--- src/rtl/mod_m_tick_bank_if.sv ---
// Control and status bundle for the mod-M tick bank.
// Per-channel fields are packed with channel i at [i*M_BITS +: M_BITS].
interface mod_m_tick_bank_if #(
    parameter int M_BITS   = 8,
    parameter int CHANNELS = 4
);
    logic                         sync_clr;
    logic [CHANNELS-1:0]          en;
    logic [CHANNELS-1:0]          start;
    logic [CHANNELS-1:0]          oneshot;
    logic [CHANNELS*M_BITS-1:0]   m;
    logic [CHANNELS-1:0]          max_tick;
    logic [CHANNELS-1:0]          busy;
    logic [CHANNELS*M_BITS-1:0]   q;

    modport master (
        output sync_clr, en, start, oneshot, m,
        input  max_tick, busy, q
    );

    modport slave (
        input  sync_clr, en, start, oneshot, m,
        output max_tick, busy, q
    );
endinterface

--- src/rtl/mod_m_tick_bank.sv ---
// Bank of independent programmable mod-M counters with registered wrap ticks.
// Each channel runs continuous or one-shot, sharing only the bank clear.
module mod_m_tick_bank #(
    parameter int M_BITS   = 8,
    parameter int CHANNELS = 4
) (
    input  logic clk,
    input  logic reset,
    mod_m_tick_bank_if.slave bus
);

    typedef enum logic {
        IDLE,
        RUN
    } state_t;

    localparam logic [M_BITS-1:0] ZERO = '0;
    localparam logic [M_BITS-1:0] ONE  = M_BITS'(1);

    for (genvar i = 0; i < CHANNELS; i++) begin : g_ch
        logic [M_BITS-1:0] r_reg, r_next;
        logic [M_BITS-1:0] m_reg, m_next;
        logic              tick_reg, tick_next;
        state_t            state, state_next;
        logic [M_BITS-1:0] m_in;
        logic              en_i, start_i, oneshot_i;
        logic              last;

        assign m_in      = bus.m[i*M_BITS +: M_BITS];
        assign en_i      = bus.en[i];
        assign start_i   = bus.start[i];
        assign oneshot_i = bus.oneshot[i];
        // m_reg==0 is filtered out before this compare is used
        assign last      = (r_reg == m_reg - ONE);

        always_ff @(posedge clk or negedge reset) begin
            if (!reset) begin
                r_reg    <= '0;
                m_reg    <= '0;
                tick_reg <= 1'b0;
                state    <= IDLE;
            end else begin
                r_reg    <= r_next;
                m_reg    <= m_next;
                tick_reg <= tick_next;
                state    <= state_next;
            end
        end

        always_comb begin
            r_next     = r_reg;
            m_next     = m_reg;
            tick_next  = 1'b0;
            state_next = state;
            if (bus.sync_clr) begin
                r_next     = '0;
                m_next     = m_in;
                state_next = IDLE;
            end else if (m_in != m_reg) begin
                m_next = m_in;
                r_next = '0;
                if (m_in == ZERO)
                    state_next = IDLE;
            end else if (m_reg == ZERO) begin
                r_next     = '0;
                state_next = IDLE;
            end else begin
                unique case (state)
                    IDLE: begin
                        if (oneshot_i ? start_i : en_i) begin
                            state_next = RUN;
                            r_next     = '0;
                        end
                    end
                    RUN: begin
                        if (oneshot_i && start_i) begin
                            r_next = '0;
                        end else if (en_i) begin
                            if (last) begin
                                r_next    = '0;
                                tick_next = 1'b1;
                                if (oneshot_i)
                                    state_next = IDLE;
                            end else begin
                                r_next = r_reg + ONE;
                            end
                        end
                    end
                    default: state_next = IDLE;
                endcase
            end
        end

        assign bus.q[i*M_BITS +: M_BITS] = r_reg;
        assign bus.max_tick[i]           = tick_reg;
        assign bus.busy[i]               = (state == RUN);
    end

endmodule

--- src/flat_wrapper.sv ---
// flat-port wrapper written by rule: the top's interface ports become plain ports
module mod_m_tick_bank_flat 
#(
    parameter int M_BITS   = 8,
    parameter int CHANNELS = 4
)
  (clk, reset, bus_sync_clr, bus_en, bus_start, bus_oneshot, bus_m, bus_max_tick, bus_busy, bus_q);
  mod_m_tick_bank_if #(.M_BITS(M_BITS), .CHANNELS(CHANNELS)) bus_i ();
  input  logic clk;
  input  logic reset;
  input wire logic [$bits(bus_i.sync_clr)-1:0] bus_sync_clr;
  input wire logic [$bits(bus_i.en)-1:0] bus_en;
  input wire logic [$bits(bus_i.start)-1:0] bus_start;
  input wire logic [$bits(bus_i.oneshot)-1:0] bus_oneshot;
  input wire logic [$bits(bus_i.m)-1:0] bus_m;
  output wire logic [$bits(bus_i.max_tick)-1:0] bus_max_tick;
  output wire logic [$bits(bus_i.busy)-1:0] bus_busy;
  output wire logic [$bits(bus_i.q)-1:0] bus_q;
  assign bus_i.sync_clr = bus_sync_clr;
  assign bus_i.en = bus_en;
  assign bus_i.start = bus_start;
  assign bus_i.oneshot = bus_oneshot;
  assign bus_i.m = bus_m;
  assign bus_max_tick = bus_i.max_tick;
  assign bus_busy = bus_i.busy;
  assign bus_q = bus_i.q;
  mod_m_tick_bank #(.M_BITS(M_BITS), .CHANNELS(CHANNELS)) u_core (.clk(clk), .reset(reset), .bus(bus_i));
endmodule
--- config.mk ---
export PLATFORM = sky130hd
export DESIGN_NAME = mod_m_tick_bank_flat
export DESIGN_NICKNAME = d
export VERILOG_FILES = /design/src/rtl/mod_m_tick_bank_if.sv /design/src/rtl/mod_m_tick_bank.sv /design/src/flat_wrapper.sv
export SDC_FILE = /design/constraint.sdc
export NUM_CORES = 1
export LEC_CHECK = 0
export BUFFER_PORTS_ARGS = -buffer_cell sky130_fd_sc_hd__buf_2
export CAP_MARGIN = 20
export CORE_MARGIN = 5
export CORE_UTILIZATION = 50
export CTS_CLUSTER_DIAMETER = 50
export CTS_CLUSTER_SIZE = 12
export DETAILED_ROUTE_END_ITERATION = 10
export HOLD_SLACK_MARGIN = 0.15
export PLACE_DENSITY = 0.76
export SYNTH_ARGS = -nofsm -noshare
export SYNTH_HDL_FRONTEND = slang
export SYNTH_SLANG_ARGS = --single-unit
--- constraint.sdc ---
create_clock -name clk -period 2.56 [get_ports clk]
set_input_delay 0.128 -clock clk [delete_from_list [all_inputs] [get_ports clk]]
set_output_delay 0.128 -clock clk [all_outputs]
set_load 0.02 [all_outputs]
# --- Yosys cells after proc, flatten, opt, wreduce, memory -nomap -nowiden ---
# Cells that the tools add are included.
classes:
  addsub: 8
  eq_ne: 20
  mux: 112
  n_bitwise: 4
  n_reduce_logical: 20
ops:
  columns: ["cell", "n"]
  rows:
  - ["8-bit 2-to-1 mux", 36]
  - ["1-bit 2-to-1 mux", 68]
  - ["8-bit zero test", 8]
  - ["8-bit one-hot mux with 2 select lines", 4]
  - ["8-bit by 1-bit adder with 8-bit output, second input constant", 4]
  - ["8-bit == test", 4]
  - ["8-bit inequality test", 4]
  - ["8-bit by 1-bit subtractor with 8-bit output, second input constant", 4]
  - ["6-bit inequality test, second input constant", 4]
  - ["5-bit by 2-bit inequality test with 1-bit output, second input constant", 4]
  - ["3-bit inequality test, second input constant", 4]
  - ["1-bit one-hot mux with 2 select lines", 4]
  - ["2-bit AND reduction", 4]
  - ["2-bit nonzero test", 4]
  - ["1-bit logical AND", 4]
  - ["1-bit NOT", 4]
totals:
  register_bits: 72
  in_bits: 47
  out_inout_bits: 40

# --- Longest topological paths before layout ---
# Gate-level depths: netlist (run 1).
depth:
  word_depth: 9
  ltp_mapped: 10
  mapped_depth_nobuf: 8

# --- Worst setup path before layout (run 1) ---
# No wires, ideal clock.
synth_path:
  path_kind: "flip-flop to flip-flop"
  from: "register u_core.g_ch[1].m_reg[0]"
  to: "register u_core.g_ch[1].r_reg[6]"
  setup_time_ns: 0.126
  arrival_ns: 2.318
  t_required_ns: 2.434
  path_slack_ns: 0.115
  stages_incl_launch_ff: 9
  n_path_buf: 1
  path_cell_list: "dfrtp_1 clkbuf_1 inv_1 ha_1 or3_1 a31o_2 nor4_4 nor2_1 a221o_1"
synth_between:
  elab_chain_len: 9
  word_cells_on_any_way: 14
  classes_between: "1 x add/sub; 4 x eq/ne; 7 x mux; 2 x reduce/logical"
synth_rtl:
  columns: ["element", "line", "rtl"]
  rows:
  - ["start, declared", "mod_m_tick_bank.sv:22", "logic [M_BITS-1:0] m_reg, m_next;"]
  - ["start signal, assigned", "mod_m_tick_bank.sv:44", "m_reg <= m_next;"]
  - ["8-bit by 1-bit subtractor with 8-bit output", "mod_m_tick_bank.sv:34", "assign last = (r_reg == m_reg - ONE);"]
  - ["8-bit == test", "mod_m_tick_bank.sv:34", null]
  - ["8-bit 2-to-1 mux", "mod_m_tick_bank.sv:79", "if (last) begin"]
  - ["8-bit 2-to-1 mux", "mod_m_tick_bank.sv:78", "end else if (en_i) begin"]
  - ["8-bit 2-to-1 mux", "mod_m_tick_bank.sv:76", "if (oneshot_i && start_i) begin"]
  - ["8-bit one-hot mux with 2 select lines", "mod_m_tick_bank.sv:68", "unique case (state)"]
  - ["8-bit 2-to-1 mux", "mod_m_tick_bank.sv:64", "end else if (m_reg == ZERO) begin"]
  - ["8-bit 2-to-1 mux", "mod_m_tick_bank.sv:59", "end else if (m_in != m_reg) begin"]
  - ["8-bit 2-to-1 mux", "mod_m_tick_bank.sv:55", "if (bus.sync_clr) begin"]
  - ["end signal, assigned", "mod_m_tick_bank.sv:43", "r_reg <= r_next;"]
  - ["end, declared", "mod_m_tick_bank.sv:21", "logic [M_BITS-1:0] r_reg, r_next;"]
# Several ways; a longest one is shown, not always the timed one. The select of a mux whose other input is x is not followed.
# A chain may end at the register's enable or synchronous reset.

# --- Worst setup path in the final report (run 1) ---
layout_path:
  from: "register u_core.g_ch[0].m_reg[2]"
  to: "register u_core.g_ch[0].r_reg[7]"
layout_between:
  elab_chain_len: 9
  word_cells_on_any_way: 14
  classes_between: "1 x add/sub; 4 x eq/ne; 7 x mux; 2 x reduce/logical"
layout_rtl:
  columns: ["element", "line"]
  rows:
  - ["start, declared", "mod_m_tick_bank.sv:22"]
  - ["start signal, assigned", "mod_m_tick_bank.sv:44"]
  - ["8-bit by 1-bit subtractor with 8-bit output", "mod_m_tick_bank.sv:34"]
  - ["8-bit == test", "mod_m_tick_bank.sv:34"]
  - ["8-bit 2-to-1 mux", "mod_m_tick_bank.sv:79"]
  - ["8-bit 2-to-1 mux", "mod_m_tick_bank.sv:78"]
  - ["8-bit 2-to-1 mux", "mod_m_tick_bank.sv:76"]
  - ["8-bit one-hot mux with 2 select lines", "mod_m_tick_bank.sv:68"]
  - ["8-bit 2-to-1 mux", "mod_m_tick_bank.sv:64"]
  - ["8-bit 2-to-1 mux", "mod_m_tick_bank.sv:59"]
  - ["8-bit 2-to-1 mux", "mod_m_tick_bank.sv:55"]
  - ["end signal, assigned", "mod_m_tick_bank.sv:43"]
  - ["end, declared", "mod_m_tick_bank.sv:21"]
# Several ways; a longest one is shown, not always the timed one. The select of a mux whose other input is x is not followed.

==> out/qor.log, run 1 <==
INFO  logic_synthesis post_synth_inst_count=531
INFO  drt            initialDrtViolationCount=134
INFO  logic_synthesis synth_enable_flop_cells=0
INFO  floorplan      start_util=51.5%
INFO  cts            clock_tree.buffer_depth=2
INFO  power_and_ir_drop leakagePower=2.66nW
INFO  worst_setup_path critical_path_peak_fanout=10
INFO  cts            tritoncts=built
INFO  worst_setup_path setup.worst_path.start_class=flip-flop
INFO  power_and_ir_drop peakVddDrop=0.000263V
INFO  cts            clk_pin_slew=0.09ns
INFO  logic_synthesis synthesis.yosys.warnings=0
INFO  floorplan      placement_rows=35
INFO  logic_synthesis ys_async_sr_fraction=100%
INFO  sta            final.setup_skew=0.0118ns
INFO  placed_design  dp_slack=0.0770ns
INFO  grt            vias_in_the_first_global_route=4299
INFO  sta            final-setup-viol-count=0
INFO  floorplan      die_w=108um
INFO  cells_and_area fraction_of_final_layout_cells_with_drive_strength_greater_than_1=20.9%
INFO  grt            grt.total_usage=21.8%
INFO  sta            fin_worst_setup_slack=0.142ns
INFO  cells_and_area areaGrowthSynthToFinish=23.0%
INFO  logic_synthesis synth-seq-area-share=37.9%
INFO  sta            fraction_of_the_cycle_the_final_worst_path_needs=94.4%
INFO  cts            cts_root_buf=clkbuf_8
INFO  floorplan      io-pin-count=87
INFO  worst_setup_path critical_path_arrival=2.64ns
INFO  grt            grt_start_max_net_pins=73
INFO  cells_and_area finish.net_count=686
INFO  power_and_ir_drop sw_frac_of_total=24.4%
INFO  worst_setup_path cp.required=2.79ns
INFO  logic_synthesis syn_nets=590
INFO  drt            postRouteWirelength=12200um
INFO  logic_synthesis synth_area_per_cell=8.95um^2
INFO  cells_and_area antenna-diode-count=0
INFO  logic_synthesis yosysUniqueCellTypes=58
INFO  logic_synthesis postSynth.topFlopCell=dfrtp_1
INFO  floorplan      core_region_area=9240um^2
INFO  worst_setup_path cp-end-kind=flip-flop
INFO  sta            hold_slack=0.179ns
INFO  placed_design  gp_congestion=0.845
INFO  power_and_ir_drop pwr-share-clk=43.3%
INFO  sta            setup_repair_after_global_routing_missed_its_margin=false
INFO  power_and_ir_drop cellPowerDensity=457nW/um^2
INFO  placed_design  dp_hpwl=8620um
INFO  floorplan      floorplan.die.height=108um
INFO  sta            drv_slew=0
INFO  logic_synthesis ys_seq_elements=72
INFO  drt            post_dr_vias_cell=5.66
INFO  placed_design  placement.io_buffers=86
INFO  sta            final.min_clock_period=2.42ns
INFO  sta            totalNegativeSetupSlack=0ns
INFO  sta            slew_headroom=37.9%
INFO  power_and_ir_drop share_seq_of_total_power=45.0%
INFO  worst_setup_path critPathKind=reg2reg
INFO  cts            htree_num_levels=3
INFO  drt            average_wire_per_standard_cell=16.0um
INFO  hold_path      worst_hold_path_class=in2reg
INFO  drt            firstDrtPassIters=4
INFO  sta            clock.fmax=414MHz
INFO  drt            drt.antenna.violating_nets=0
INFO  power_and_ir_drop intPower=0.00202W
INFO  drt            detail_route.drc_violations=0
INFO  grt            grt_pass1_wl=20600um
INFO  floorplan      design.die.area=11600um^2
INFO  grt            antenna_violations_before_repair=0
INFO  cts            number_of_sinks_driven_by_the_clock_tree=72
INFO  sta            max_slew.worst_pin.slew=0.931ns
INFO  run            number_of_max_cap_violations=0
INFO  status         status=finished, final reports clean
INFO  power_and_ir_drop pwr-share-comb=11.7%
INFO  logic_synthesis post_synth_instance_area=4750um^2
INFO  grt            overflow=0
INFO  sta            hold_violations=0
INFO  cts            cts_inserted_buffers=9
INFO  power_and_ir_drop switching_power=0.000654W
INFO  drt            routed-via-count=4308
INFO  cts            clk_latency=0.35ns
[worst paths after layout]
check	slack, ns	cells after the start	from	end
setup / recovery	0.14	7	u_core.g_ch[0].m_reg[2]	u_core.g_ch[0].r_reg[7]
hold reg to reg	0.59	2	u_core.g_ch[0].r_reg[1]	u_core.g_ch[0].r_reg[1]
min in group asynchronous	0.54	3	reset	u_core.g_ch[0].m_reg[2]
setup reg to reg	0.14	7	u_core.g_ch[0].m_reg[2]	u_core.g_ch[0].r_reg[7]
max in group asynchronous	1.42	3	reset	u_core.g_ch[3].m_reg[3]
hold / removal	0.18	3	bus_en[3]	u_core.g_ch[3].r_reg[6]
[layer usage]
layer	part of all wire (%)	vias to the layer above	track usage, %
li1	-	2085	-
met1	44	2062	27.9
met2	49	137	37.0
met3	5.3	24	4.38
met4	1.9	0	7.03
met5	0	-	0
[cell families (layout without fill, tap and decap cells)]
| kind of cell | Yosys count | count (layout) | share of synthesized area (%) |
|---|---|---|---|
| xor gates and xnor gates | 70 | 70 | 12.9 |
| AOI/OAI and AO/OA | 83 | 83 | 13.6 |
| DFF | 72 | 72 | 37.9 |
| and+or+nand+nor | 219 | 219 | 25.2 |
| buffers and inverters | 71 | 172 | 6.39 |
| adders and majority gates | 12 | 12 | 3.16 |
| muxes | 4 | 4 | 0.895 |
[power groups by stage]
stage / Sequential (W) / Combinational, W / Clock (W)
2_1_floorplan: 0.00121 / 0.000166 / 0
3_3_place_gp: 0.00122 / 0.000256 / 0
3_5_place_dp: 0.00122 / 0.000266 / 0
4_1_cts: 0.00120 / 0.000310 / 0.00117
5_1_grt: 0.00121 / 0.000349 / 0.00123
6_report: 0.00120 / 0.000312 / 0.00116
[area by class of cell]
class	instances	area, um^2
multi-input cells	388	2670
clock buffers	12	155
inverters	22	82.6
fillers	754	3390
well taps	129	161
repair buffers	134	881
flip-flops and latches	72	1800
clock inverters	4	98.8
[what timing repair did]
action | 4_1_cts | 5_1_grt
hold buffers | 36 | 0
hold endpoints to repair | 109 | 0
setup endpoints to repair | 0 | 15
resized for setup | 0 | 3
buffers inserted | 0 | 1
[worst max-delay path, stage by stage, from the launching register on]
cell	delay (ns)
dfrtp_1	0.48
or4_4	0.57
mux2i_1	0.16
a22oi_1	0.13
a2111oi_4	0.33
buf_4	0.23
nor2_2	0.08
a221o_1	0.34
[layout by cell type, fill, tap and decap left out, types with 7 or more instances in the layout]
cell type       n
nand3_1        20
nor4b_1         7
nor3_1         23
nor2_1         31
buf_2          86
xnor2_1        32
dfrtp_1        72
or2_2           7
and2_1          7
nand4_1        11
nor4_1         20
ha_1           12
a21oi_1         9
inv_1          22
nand2b_1        8
nand2_1        48
o21ai_0        15
xor2_1         38
clkbuf_8       11
a221o_1        15
buf_4          12
dlygate4sd3_1  36
[stage by stage]
| step | total power (W) | std cells | utilization [%] | cell area [um^2] |
|---|---|---|---|---|
| after floorplan | 0.00138 | 531 | - | 4750 |
| after global placement | 0.00148 | 708 | 56.4 | 5210 |
| after detailed placement | 0.00149 | 708 | 56.4 | 5210 |
| after CTS | 0.00269 | 760 | 63.0 | 5820 |
| after global routing | 0.00279 | 761 | 63.3 | 5850 |
| final | 0.00267 | 761 | 63.3 | 5850 |
[Yosys cell counts (all sizes together), types with 5 or more instances]
| master | number | area share, % |
|---|---|---|
| a211oi | 5 | 0.79 |
| a21oi | 9 | 0.95 |
| a221o | 15 | 3.2 |
| a31oi | 6 | 0.79 |
| and2 | 7 | 0.92 |
| and3 | 6 | 0.79 |
| buf | 10 | 1.6 |
| clkbuf | 39 | 3.1 |
| dfrtp | 72 | 38 |
| ha | 12 | 3.2 |
| inv | 22 | 1.7 |
| nand2 | 48 | 3.8 |
| nand2b | 8 | 1.1 |
| nand3 | 20 | 2.1 |
| nand4 | 11 | 1.4 |
| nor2 | 32 | 2.6 |
| nor2b | 5 | 0.66 |
| nor3 | 24 | 2.6 |
| nor4 | 22 | 3.2 |
| nor4b | 7 | 1.3 |
| o21ai | 15 | 1.6 |
| o41ai | 5 | 0.92 |
| or2 | 7 | 0.92 |
| xnor2 | 32 | 5.9 |
| xor2 | 38 | 7.0 |
(Power assumes the default switching activity.)
==> run 2: changes to the inputs <==
- ABC_AREA: default -> 1
- CTS_BUF_LIST: default -> sky130_fd_sc_hd__clkbuf_2 sky130_fd_sc_hd__clkbuf_4 sky130_fd_sc_hd__clkbuf_8
- PLACE_DENSITY: 0.76 -> 0.75
- TNS_END_PERCENT: default -> 100
==> out/qor.log, run 2 <==
INFO  status         status=finished, final reports clean
INFO  sta            final.setup_skew=0.0102ns
INFO  logic_synthesis main_combinational_cell_family_by_area_after_synthesis=simple AND/OR/NAND/NOR gates
INFO  worst_setup_path cp.required=2.81ns
INFO  sta            totalNegativeSetupSlack=0ns
INFO  cts            clock_tree.buffer_depth=2
INFO  placed_design  dpl.cell_count=963
INFO  sta            drv_slew=0
INFO  drt            post_dr_vias_cell=4.83
INFO  logic_synthesis post_synth_inst_count=787
INFO  drt            detail_route.drc_violations=0
INFO  floorplan      io-pin-count=87
INFO  run            number_of_max_cap_violations=0
INFO  drt            average_wire_per_standard_cell=12.3um
INFO  sta            hold_slack=0.188ns
INFO  power_and_ir_drop cellPowerDensity=423nW/um^2
INFO  sta            hold_violations=0
INFO  sta            fraction_of_the_cycle_the_final_worst_path_needs=94.2%
INFO  logic_synthesis syn_nets=846
INFO  sta            final.min_clock_period=2.41ns
INFO  drt            initialDrtViolationCount=265
INFO  grt            antenna_violations_before_repair=0
INFO  placed_design  gp_congestion=0.856
INFO  drt            postRouteWirelength=12600um
INFO  drt            routed-via-count=4977
INFO  hold_path      worst_hold_path_class=in2reg
INFO  cells_and_area layout.cells.most_common=nand2_1
INFO  worst_setup_path cp-end-kind=flip-flop
INFO  cts            clk_pin_slew=0.08ns
INFO  logic_synthesis synthesis.yosys.warnings=0
INFO  logic_synthesis post_synthesis_xor_xnor_area_fraction=9.51%
INFO  cts            cts_root_buf=clkbuf_8
INFO  logic_synthesis ys_async_sr_fraction=100%
INFO  floorplan      die_w=113um
INFO  logic_synthesis muxShareOfSynthArea=0%
INFO  power_and_ir_drop leakagePower=3.37nW
INFO  logic_synthesis yosysTopAreaCell=dfrtp_1
INFO  sta            clock.fmax=415MHz
INFO  cells_and_area final_core_density=62.8%
INFO  logic_synthesis ys_seq_elements=72
INFO  cells_and_area finish.net_count=949
INFO  cts            htree_num_levels=3
INFO  power_and_ir_drop peakVddDrop=0.000391V
INFO  logic_synthesis synth_area_per_cell=6.78um^2
INFO  worst_setup_path critical_path_peak_fanout=5
INFO  cells_and_area fillers=924
INFO  grt            grt_pass1_wl=22000um
INFO  logic_synthesis post_synth_instance_area=5340um^2
INFO  sta            slew_headroom=38.3%
INFO  logic_synthesis synth_enable_flop_cells=0
INFO  logic_synthesis yosysUniqueCellTypes=34
INFO  cells_and_area seqCellArea=1800um^2
INFO  logic_synthesis synth_largest_type_area_fraction=33.7%
INFO  sta            final-setup-viol-count=0
INFO  worst_setup_path critical_path_arrival=2.66ns
INFO  cells_and_area layout_common_cells=218 x nand2_1, 104 x nor2_1, 101 x inv_1
INFO  worst_setup_path critPathKind=reg2reg
INFO  floorplan      core_region_area=10400um^2
INFO  cells_and_area antenna-diode-count=0
INFO  cells_and_area stdcell_count=1031
INFO  logic_synthesis synthMostInstantiatedCell=nand2_1
INFO  sta            setup_repair_after_global_routing_missed_its_margin=false
INFO  cells_and_area multi_input_area=2910um^2
INFO  drt            firstDrtPassIters=4
INFO  cts            tritoncts=built
INFO  placed_design  placement.io_buffers=86
INFO  grt            vias_in_the_first_global_route=4899
INFO  floorplan      floorplan.die.height=113um
INFO  logic_synthesis synth-seq-area-share=33.7%
INFO  logic_synthesis yosys-top-cells-count=218 x nand2_1, 106 x nor2_1, 103 x inv_1
INFO  logic_synthesis postSynth.topFlopCell=dfrtp_1
INFO  logic_synthesis post_synth_and_or_nand_nor_area_fraction=39.1%
INFO  placed_design  dp_hpwl=9090um
INFO  floorplan      design.die.area=12800um^2
INFO  logic_synthesis dominant_cells_by_area_after_synthesis=dfrtp_1 34%, nand2_1 15%, nor2_1 7.5%
INFO  grt            overflow=0
INFO  cts            clk_latency=0.38ns
INFO  grt            grt_start_max_net_pins=73
INFO  logic_synthesis synth_fa_ha_area_share=2.81%
INFO  cts            number_of_sinks_driven_by_the_clock_tree=72
INFO  worst_setup_path setup.worst_path.start_class=flip-flop
INFO  cells_and_area fraction_of_final_layout_cells_with_drive_strength_greater_than_1=17.4%
INFO  floorplan      placement_rows=37
INFO  cts            cts_inserted_buffers=9
INFO  logic_synthesis synth-compound-area-share=2.53%
INFO  floorplan      start_util=51.5%
INFO  cells_and_area areaGrowthSynthToFinish=21.9%
INFO  drt            drt.antenna.violating_nets=0
INFO  grt            grt.total_usage=21.0%
INFO  sta            max_slew.worst_pin.slew=0.925ns
==> run 2: changes by cell type in the layout (fill, tap and decap cells not counted), sizes merged, moves of 14 or more <==
cell | before | now
nand2 | 48 | 227
inv | 23 | 111
nor3 | 24 | 8
nor2 | 32 | 125
dlygate4sd3 | 36 | 50
nand3 | 20 | 59
a221o | 15 | 0
==> run 2: final cells by class <==
| type | count | area share [%] |
|---|---|---|
| clock buffers | 11 | 2.33 |
| inverters | 112 | 6.46 |
| repair buffers | 138 | 14.6 |
| well taps | 136 | 2.61 |
| flip-flops and latches | 72 | 27.7 |
| multi-input cells | 557 | 44.8 |
| clock inverters | 5 | 1.58 |
==> run 2: per-layer routing <==
layer / vias to the layer above / share of wire [%] / global-route usage, %
met1: 2250 / 46 / 26.1
li1: 2622 / - / -
met4: 0 / 0.82 / 4.81
met2: 97 / 48 / 36.0
met5: - / 0 / 0
met3: 8 / 4.5 / 5.99
==> run 2: timing repair <==
action | 4_1_cts | 5_1_grt
hold endpoints to repair | 112 | 0
gates resized for setup | 0 | 8
setup buffers | 0 | 2
endpoints found under the setup margin | 0 | 3
hold buffers | 50 | 0
==> run 2: kinds of logic (layout without fill, tap and decap cells) <==
family                   count (synthesis)  in the layout
flip-flops                              72             72
AO/OA/AOI/OAI                           26             26
adder cells (fa/ha/maj)                 12             12
buffers and inverters                  158            266
AND/OR/NAND/NOR                        461            461
XOR/XNOR                                58             58
==> run 2: worst max-delay path, stage by stage, from the launching register on <==
cell and delay (ns):
dfrtp_1 0.41, inv_1 0.14, ha_2 0.30, xnor2_1 0.12, nor2_1 0.17, nand3_1 0.10
nor2_1 0.13, nand3_2 0.14, nor2_1 0.11, nand2_1 0.05, nand2_1 0.05, nand2_1 0.04
dlygate4sd3_1 0.54
==> run 2: power by group <==
part,switching (W),internal [W]
Combinational,0.000202,0.000165
Sequential,0.0000353,0.00116
Clock,0.000489,0.000699
==> run 2: final timing paths <==
kind / depth (start not counted) / slack, ns / start / end
setup / recovery: 12 / 0.15 / u_core.g_ch[1].m_reg[0] / u_core.g_ch[1].state
hold / removal: 4 / 0.19 / bus_oneshot[2] / u_core.g_ch[2].tick_reg
setup reg to reg: 12 / 0.15 / u_core.g_ch[1].m_reg[0] / u_core.g_ch[1].state
hold reg to reg: 1 / 0.57 / u_core.g_ch[2].r_reg[0] / u_core.g_ch[2].r_reg[0]
max in group asynchronous: 2 / 1.52 / reset / u_core.g_ch[1].r_reg[2]
min in group asynchronous: 2 / 0.45 / reset / u_core.g_ch[3].m_reg[4]
==> run 2: through the flow <==
step                total power (W)  setup slack, ns  instance area, um^2
floorplan                   0.00142            0.843                 5340
global placement            0.00152            0.713                 5710
detailed placement          0.00152            0.650                 5710
CTS                         0.00277            0.130                 6460
global route                0.00288         0.000451                 6510
finish                      0.00275            0.148                 6510
==> run 3: changes to the inputs <==
==> constraint.sdc (replaced) <==
create_clock -name clk -period 2.56 [get_ports clk]
set_input_delay 0.512 -clock clk [delete_from_list [all_inputs] [get_ports clk]]
set_output_delay 0.512 -clock clk [all_outputs]
set_load 0.02 [all_outputs]
==> out/qor.log, run 3 (same netlist as run 2, synthesis figures left out) <==
INFO  status         status=finished, final reports clean
INFO  sta            final.setup_skew=0.00795ns
INFO  worst_setup_path maximum_single_stage_delay_on_the_critical_path=0.40ns
INFO  grt            antenna_violations_before_repair=0
INFO  drt            initialDrtViolationCount=192
INFO  worst_setup_path critPathTopFamily=simple AND/OR/NAND/NOR gates
INFO  drt            detail_route.drc_violations=0
INFO  worst_setup_path critPathKind=reg2reg
INFO  worst_setup_path critical_path_peak_fanout=6
INFO  drt            postRouteWirelength=11800um
INFO  floorplan      io-pin-count=87
INFO  cts            cts_root_buf=clkbuf_8
INFO  power_and_ir_drop post-layout-total-power=0.00235W
INFO  worst_setup_path cell_chain_of_the_critical_path=inv_1 -> ha_1 -> nand2_1 -> inv_1 -> nor2_1 -> nand2_1 -> nor2_1 -> nand3_1 -> nor2_1 -> nand3_1 -> nand2_1 -> nand2_4 -> nand2_1 -> nor2_2
INFO  placed_design  dpl.cell_count=964
INFO  floorplan      die_w=113um
INFO  placed_design  dp_hpwl=9320um
INFO  run            number_of_max_cap_violations=0
INFO  worst_setup_path critPathMostFrequentCell=nand2_1
INFO  placed_design  placement.io_buffers=86
INFO  grt            grt.total_usage=19.0%
INFO  sta            final-setup-viol-count=0
INFO  drt            post_dr_vias_cell=4.83
INFO  sta            setup_repair_after_global_routing_missed_its_margin=false
INFO  cts            holdBufCountCts=0
INFO  grt            grt_start_max_net_pins=44
INFO  cells_and_area stdcell_count=980
INFO  sta            fraction_of_the_cycle_the_final_worst_path_needs=75.8%
INFO  grt            overflow=0
INFO  floorplan      placement_rows=37
INFO  worst_setup_path critical_path_arrival=2.18ns
INFO  power_and_ir_drop cellPowerDensity=398nW/um^2
INFO  worst_setup_path worstSetupPathDepth=14
INFO  cts            tritoncts=built
INFO  sta            drv_slew=0
INFO  sta            slew_headroom=62.8%
INFO  power_and_ir_drop leakagePower=3.13nW
INFO  cts            clk_pin_slew=0.08ns
INFO  worst_setup_path critPathLaunch=u_core.g_ch[0].m_reg[0]
INFO  worst_setup_path worst-path-buf-inv=2
INFO  floorplan      design.die.area=12800um^2
INFO  cts            cts_inserted_buffers=9
INFO  sta            max_slew.worst_pin.slew=0.559ns
INFO  sta            hold_slack=0.149ns
INFO  grt            grt_pass1_wl=20000um
INFO  worst_setup_path setup.worst_path.start_class=flip-flop
INFO  cells_and_area layout.cells.most_common=nand2_1
INFO  hold_path      worst_hold_path_class=in2async
INFO  sta            totalNegativeSetupSlack=0ns
INFO  cells_and_area areaGrowthSynthToFinish=10.7%
INFO  worst_setup_path cp.required=2.80ns
INFO  power_and_ir_drop peakVddDrop=0.000362V
INFO  floorplan      core_region_area=10400um^2
INFO  floorplan      floorplan.die.height=113um
INFO  cells_and_area antenna-diode-count=0
INFO  cts            number_of_sinks_driven_by_the_clock_tree=72
INFO  sta            clock.fmax=516MHz
INFO  drt            firstDrtPassIters=4
INFO  placed_design  gp_congestion=0.896
INFO  cells_and_area fillers=1003
INFO  worst_setup_path cp-end-kind=flip-flop
INFO  drt            routed-via-count=4731
INFO  cells_and_area fraction_of_final_layout_cells_with_drive_strength_greater_than_1=17.4%
INFO  cells_and_area layout_common_cells=218 x nand2_1, 106 x nor2_1, 103 x inv_1
INFO  worst_setup_path worst_r2r_src=u_core.g_ch[0].m_reg[0]
INFO  sta            hold_violations=0
INFO  cts            clk_latency=0.35ns
INFO  cells_and_area final_core_density=57.0%
INFO  grt            vias_in_the_first_global_route=4378
INFO  drt            drt.antenna.violating_nets=0
INFO  cts            clock_tree.buffer_depth=2
INFO  worst_setup_path worst_path_max_delay_cell=dfrtp_1
INFO  cts            htree_num_levels=3
INFO  cts            post_cts.repair.setup_buffers=0
INFO  worst_setup_path timing.reg2reg.worst_path_depth=14
INFO  sta            final.min_clock_period=1.94ns
INFO  cells_and_area finish.net_count=898
INFO  floorplan      start_util=51.5%
INFO  drt            average_wire_per_standard_cell=12.0um
INFO  cts            postCtsResizedCells=0
run 3: per-layer routing:
layer / global-route usage (%) / up-vias / share of wire, %
met5: 0 / - / 0
met1: 25.7 / 2110 / 48
met4: 4.97 / 0 / 1.1
met2: 31.0 / 96 / 46
met3: 3.80 / 14 / 4.9
li1: - / 2511 / -
run 3: worst paths after layout:
kind,end,slack (ns)
min in group clk,u_core.g_ch[3].m_reg[6],0.30
max,u_core.g_ch[0].r_reg[6],0.62
min,u_core.g_ch[3].m_reg[0],0.15
min reg2reg,u_core.g_ch[2].r_reg[0],0.58
max reg2reg,u_core.g_ch[0].r_reg[6],0.62
max in group asynchronous,u_core.g_ch[1].r_reg[7],1.84
run 3: final cells by class:
type	count	area, um^2	share of cell area [%]
Sequential cell	72	1800	30.5
Clock inverter	5	31.3	0.529
Clock buffer	11	151	2.56
Inverter	112	420	7.11
Timing Repair Buffer	87	453	7.66
Tap cell	136	170	2.88
Multi-Input combinational cell	557	2880	48.8
run 3: power by group:
part / total, W / switching [W] / internal (W)
clock: 0.000849 / 0.000448 / 0.000401
sequential: 0.00120 / 0.0000360 / 0.00116
combinational: 0.000306 / 0.000188 / 0.000117
run 3: through the flow:
step,worst slack [ns],area [um^2]
finish,0.620,5910
detailed placement,0.535,5730
CTS,0.587,5910
global route,0.398,5910
floorplan,0.843,5340
global placement,0.561,5730
